<file path="src/rtl/ifns_6di_decoder.sv">
// ---------------------------------------------------------------------------
// ifns_6di_decoder
//
// Receive-side decoder for the 8-wire IFNS crosstalk-avoidance code produced
// by the 6-bit IFNS encoder. The data word is rebuilt as the weighted sum of
// the codeword bits (d8..d1 = 34,13,8,5,3,2,1,1). Sums above 63 are flagged
// as range errors. The sum is computed in two pipeline stages with
// valid/ready handshakes on both sides.
//
// Optional feature (macro IFNS_DEC_FTF_CHECK_EN): flags forbidden adjacent-
// wire transitions between consecutive accepted codewords. When the macro is
// undefined, the previous-codeword register and the check are absent, and
// out_ftf_err is always 0.
//
// Parameters:
//   PREV_INIT   previous-codeword value loaded at reset/flush (ftf check)
//   SAT_ON_ERR  1: out_data = 63 on range error; 0: out_data = sum mod 64
//
// Ports:
//   clk            clock, all state on rising edge
//   rst            asynchronous active-high reset
//   flush          synchronous clear of pipeline valids and previous codeword
//   in_valid       in_code is valid
//   in_ready       decoder can accept in_code this cycle (combinational)
//   in_code[7:0]   codeword, bit7 = d8 ... bit0 = d1
//   out_valid      out_data / out_range_err / out_ftf_err are valid
//   out_ready      consumer accepts the output this cycle
//   out_data[5:0]  decoded value
//   out_range_err  weighted sum > 63
//   out_ftf_err    forbidden transition versus previous accepted codeword
// ---------------------------------------------------------------------------
module ifns_6di_decoder #(
  parameter logic [7:0] PREV_INIT  = 8'h00,
  parameter bit         SAT_ON_ERR = 1'b1
) (
  input  logic       clk,
  input  logic       rst,
  input  logic       flush,
  input  logic       in_valid,
  output logic       in_ready,
  input  logic [7:0] in_code,
  output logic       out_valid,
  input  logic       out_ready,
  output logic [5:0] out_data,
  output logic       out_range_err,
  output logic       out_ftf_err
);

  // Stage 1 registers
  logic       s1_valid_r;
  logic [5:0] hi_r;
  logic [3:0] lo_r;
  logic       s1_ftf_r;

  // Output registers
  logic       out_valid_r;
  logic [5:0] out_data_r;
  logic       out_range_err_r;
  logic       out_ftf_err_r;

  // Combinational control and datapath
  logic       in_ready_s;
  logic       accept_s;
  logic       s1_load_s;
  logic       s2_load_s;
  logic [5:0] hi_s;
  logic [3:0] lo_s;
  logic [6:0] sum_s;
  logic       range_err_s;
  logic [5:0] data_s;
  logic       ftf_s;

  // The only blocking case is both stages full with the consumer stalled.
  assign in_ready_s = !flush && !(s1_valid_r && out_valid_r && !out_ready);
  assign accept_s   = in_valid && in_ready_s;
  assign s2_load_s  = s1_valid_r && (!out_valid_r || out_ready);
  assign s1_load_s  = accept_s && (!s1_valid_r || s2_load_s);

  // Upper partial sum fits 6 bits (max 55), lower fits 4 bits (max 12).
  assign hi_s = (in_code[7] ? 6'd34 : 6'd0)
              + (in_code[6] ? 6'd13 : 6'd0)
              + (in_code[5] ? 6'd8  : 6'd0);
  assign lo_s = (in_code[4] ? 4'd5 : 4'd0)
              + (in_code[3] ? 4'd3 : 4'd0)
              + (in_code[2] ? 4'd2 : 4'd0)
              + (in_code[1] ? 4'd1 : 4'd0)
              + (in_code[0] ? 4'd1 : 4'd0);

  // Full 7-bit sum so the range compare sees values up to 67.
  assign sum_s       = {1'b0, hi_r} + {3'b000, lo_r};
  assign range_err_s = (sum_s > 7'd63);
  assign data_s      = (range_err_s && SAT_ON_ERR) ? 6'd63 : sum_s[5:0];

`ifdef IFNS_DEC_FTF_CHECK_EN
  logic [7:0] prev_r;

  // Two neighbouring wires toggling in opposite directions is forbidden.
  function automatic logic ftf_check(input logic [7:0] prev, input logic [7:0] code);
    logic hit;
    hit = 1'b0;
    for (int i = 0; i < 7; i++) begin
      hit = hit
          | (prev[i] & ~code[i] & ~prev[i+1] &  code[i+1])
          | (~prev[i] & code[i] &  prev[i+1] & ~code[i+1]);
    end
    return hit;
  endfunction

  assign ftf_s = ftf_check(prev_r, in_code);

  // Previous accepted codeword, restarted from PREV_INIT on reset/flush
  always_ff @(posedge clk or posedge rst) begin
    if (rst) begin
      prev_r <= PREV_INIT;
    end else if (flush) begin
      prev_r <= PREV_INIT;
    end else if (accept_s) begin
      prev_r <= in_code;
    end else begin
      prev_r <= prev_r;
    end
  end
`else
  logic unused_prev_init_s;

  assign unused_prev_init_s = ^PREV_INIT;
  assign ftf_s              = 1'b0;
`endif

  // Stage 1: capture the partial sums and transition flag of an accepted word
  always_ff @(posedge clk or posedge rst) begin
    if (rst) begin
      s1_valid_r <= 1'b0;
      hi_r       <= 6'd0;
      lo_r       <= 4'd0;
      s1_ftf_r   <= 1'b0;
    end else if (flush) begin
      s1_valid_r <= 1'b0;
    end else if (s1_load_s) begin
      s1_valid_r <= 1'b1;
      hi_r       <= hi_s;
      lo_r       <= lo_s;
      s1_ftf_r   <= ftf_s;
    end else if (s2_load_s) begin
      s1_valid_r <= 1'b0;
    end else begin
      s1_valid_r <= s1_valid_r;
    end
  end

  // Stage 2: final sum, range check and output registers (held while stalled)
  always_ff @(posedge clk or posedge rst) begin
    if (rst) begin
      out_valid_r     <= 1'b0;
      out_data_r      <= 6'd0;
      out_range_err_r <= 1'b0;
      out_ftf_err_r   <= 1'b0;
    end else if (flush) begin
      out_valid_r <= 1'b0;
    end else if (s2_load_s) begin
      out_valid_r     <= 1'b1;
      out_data_r      <= data_s;
      out_range_err_r <= range_err_s;
      out_ftf_err_r   <= s1_ftf_r;
    end else if (out_ready) begin
      out_valid_r <= 1'b0;
    end else begin
      out_valid_r <= out_valid_r;
    end
  end

  assign in_ready      = in_ready_s;
  assign out_valid     = out_valid_r;
  assign out_data      = out_data_r;
  assign out_range_err = out_range_err_r;
  assign out_ftf_err   = out_ftf_err_r;

endmodule

</file>
<file path="config.mk">
export PLATFORM = sky130hd
export DESIGN_NAME = ifns_6di_decoder
export DESIGN_NICKNAME = d
export VERILOG_FILES = /design/src/rtl/ifns_6di_decoder.sv
export SDC_FILE = /design/constraint.sdc
export NUM_CORES = 1
export LEC_CHECK = 0
export ABC_AREA = 1
export BUFFER_PORTS_ARGS = -buffer_cell sky130_fd_sc_hd__buf_2
export CORE_AREA = 10 10 89 68
export CTS_BUF_LIST = sky130_fd_sc_hd__clkbuf_16
export CTS_CLUSTER_DIAMETER = 30
export DETAILED_ROUTE_END_ITERATION = 16
export DIE_AREA = 0 0 99 78
export GPL_TIMING_DRIVEN = 0
export PLACE_DENSITY_LB_ADDON = 0.08
export SLEW_MARGIN = 20
export SYNTH_ARGS = -nofsm -noshare
export SYNTH_HDL_FRONTEND = slang
export SYNTH_SLANG_ARGS = --single-unit
</file>
<file path="constraint.sdc">
create_clock -name clk -period 1.5 [get_ports clk]
set_input_delay 0 -clock clk [delete_from_list [all_inputs] [get_ports clk]]
set_output_delay 0 -clock clk [all_outputs]
set_load 0.01 [all_outputs]
</file>
==> flow_summary.json <==
{
  "grt_util_all_layers": 0.0670,
  "vias_per_cell": 4.18,
  "place.gp.congestion": 0.725,
  "power_density_nw_per_um2": 1290,
  "fin_area_um2": 1440,
  "syn_area_per_cell_um2": 8.78,
  "nets": 177,
  "power_leakage_uw": 0.000712,
  "ys_seq_elements": 17,
  "synth_simple_gate_area_frac": 0.243,
  "rsz0062_at_grt": "yes",
  "status": "finished with violations",
  "numCtsBuffers": 3,
  "synth_cell_types": 24,
  "cp.arrival_ns": 1.63,
  "antenna_found_initial": 0,
  "vias": 869,
  "ys_warn_count": 0,
  "synthTopCellsByCount": "nand2_1, dfrtp_1, inv_1, nor2_1, nand3_1",
  "end_kind": "flip-flop",
  "clock-root-buffer": "clkbuf_16",
  "core.rowCount": 21,
  "whs_ns": -0.000769,
  "drc_errors": 0,
  "synthTopCellsByArea": "dfrtp_1, ha_1, nand2_1, fa_1, inv_1",
  "area_growth_pct": 35.1,
  "grt_pass1_vias": 901,
  "startpoint_type": "flip-flop",
  "synth_top_flop_cell": "dfrtp_1",
  "pin_count": 23,
  "synth_adder_area_share": 0.163,
  "synth_compound_area_frac": 0.0766,
  "cp.required_ns": 1.63,
  "pre_cts_ws_ns": -0.141,
  "hold_path_class": "in2reg",
  "yosysMostFrequentCell": "nand2_1",
  "synth_mux_area_frac": 0,
  "hold_violations": 1,
  "die_w_um": 99,
  "async_reset_ff_frac": 1.00,
  "coreArea_um2": 4490,
  "port_buffers": 21,
  "tightest_slew_ns": 0.695,
  "insertion_delay_ns": 0.25,
  "drive_gt1_frac": 0.358,
  "synth_edf_count": 0,
  "dpl-instance-area_um2": 1240,
  "period_share": 1.00,
  "cts_tree": "built",
  "die_area_um2": 7720,
  "ir_worst_vdd_uv": 574,
  "finalClockSkew_ns": 0.00324,
  "synth_xor_area_frac": 0.0330,
  "grt_max_degree": 18,
  "drv_slew": 0,
  "violations": "hold timing, setup timing",
  "slew_headroom": 0.536,
  "cap_violations": 0,
  "drtAntennaViolNets": 0,
  "setup_ws_ns": -0.000783,
  "path_class": "reg2reg",
  "syn_inst": 121,
  "h-tree-depth": 1,
  "finalCriticalPeriod_ns": 1.50,
  "antennaDiodeCount": 0,
  "fmax_mhz": 666,
  "synth_area_um2": 1060,
  "clkTransAtPathRegs_ns": 0.05,
  "synth_top_area_share": 0.400,
  "grt_pass1_wl_mm": 4.30,
  "yosysSeqAreaShare": 0.400,
  "setup_viol": 1,
  "fp.dieH_um": 78,
  "grt-ovfl-total": 0,
  "synth_top_area_cell": "dfrtp_1",
  "initial_core_util": 0.236,
  "wirelength_mm": 2.46,
  "synth_top_family_by_area": "simple AND/OR/NAND/NOR gates",
  "routedWlPerCell_um": 11.8,
  "syn_nets": 146,
  "detailed_place_hpwl_mm": 1.93,
  "crit_fanout": 2,
  "clock_sinks": 17,
  "cts_buffer_depth": 2,
  "dr.pass1.iters": 4,
  "drt_iter0_markers": 23
}
-- through the flow --
stage	setup TNS [ns]	hold slack [ns]	util	instances	total power, uW
after floorplan	0	-0.0739	-	121	1030
after global placement	-0.809	0.145	0.277	199	1220
after detailed placement	-0.753	0.156	0.277	199	1220
after CTS	-0.0502	0.00595	0.311	208	1840
after global routing	-0.452	0.00997	0.319	208	2010
final	-0.000783	-0.000769	0.319	208	1850
-- sequential cells by signal (all words and copies together), names as in the netlist --
name and flops:
out_valid 1, lo_r 4, out_range_err 1, out_data 6, hi_r 4, s1_valid_r 1
-- worst paths after layout --
| path | cells after the start | slack, ns | startpoint | endpoint |
|---|---|---|---|---|
| worst max-delay path | 8 | -0.0008 | hi_r[2]$_DFFE_PP0P_ | out_data[4]$_DFFE_PP0P_ |
| worst min-delay path | 3 | -0.0008 | in_code[7] | hi_r[1]$_DFFE_PP0P_ |
| worst max register to register | 8 | -0.0008 | hi_r[2]$_DFFE_PP0P_ | out_data[4]$_DFFE_PP0P_ |
| worst min register to register | 2 | 0.51 | out_range_err$_DFFE_PP0P_ | out_range_err$_DFFE_PP0P_ |
| max in group asynchronous | 3 | 0.61 | rst | hi_r[1]$_DFFE_PP0P_ |
| min in group asynchronous | 3 | 0.40 | rst | out_range_err$_DFFE_PP0P_ |
-- logic make-up after synthesis --
family                     after synthesis
AOI/OAI and AO/OA                       12
adders and majority gates               12
other                                    1
xor gates and xnor gates                 4
DFF                                     17
and+or+nand+nor                         56
buffers and inverters                   19
-- worst max-delay path, cell delays in order, from the launching register on --
cell	delay [ns]
dfrtp_1	0.40
ha_4	0.16
inv_2	0.04
fa_2	0.34
inv_2	0.07
nand3_2	0.07
nand2_2	0.07
xor2_1	0.15
a21oi_1	0.08
-- where the power goes --
part / switching, uW / total (uW) / internal, uW
clock: 179 / 533 / 354
combinational: 360 / 675 / 315
sequential: 76.1 / 646 / 570
total: 615 / 1850 / 1240
-- layout by cell type, fill, tap and decap left out, types with 2 or more instances in the layout --
master,Yosys,final
o21ai_2,2,2
inv_2,1,2
a21oi_1,5,2
nor2_4,2,2
dlygate4sd3_1,0,2
ha_4,0,3
nor2_1,15,15
dfrtp_1,17,16
inv_1,16,15
a21oi_2,3,5
ha_1,9,6
nand2_2,1,2
nand3_2,0,2
fa_1,3,2
nand3_1,10,8
clkbuf_16,0,3
nand2_1,23,22
nand4_1,2,2
buf_2,0,21
xor2_1,3,3
buf_4,1,4
-- cell type report --
cell class | instances | area (um2)
plain buffers | 2 | 22.5
clock buffers | 3 | 75.1
clock inverters | 1 | 3.75
fillers | 492 | 3060
inverters | 17 | 66.3
multi-input cells | 85 | 622
flip-flops and latches | 17 | 427
well taps | 57 | 71.3
repair buffers | 26 | 148
-- per-layer routing --
metal | track usage | wire [um] | vias up
met3 | 0.0274 | 110 | 2
met4 | 0.00857 | 9 | 0
met2 | 0.101 | 1070 | 15
li1 | - | - | 440
met5 | 0 | 0 | -
met1 | 0.0894 | 1270 | 412
-- what timing repair did --
action	4_1_cts	5_1_grt
gates resized for setup	10	6
hold buffers	2	0
setup buffers	3	0
endpoints found under the setup margin	7	7
endpoints found under the hold margin	18	0
pin swaps	6	3
Note: power is estimated with default switching activity, not from simulation.
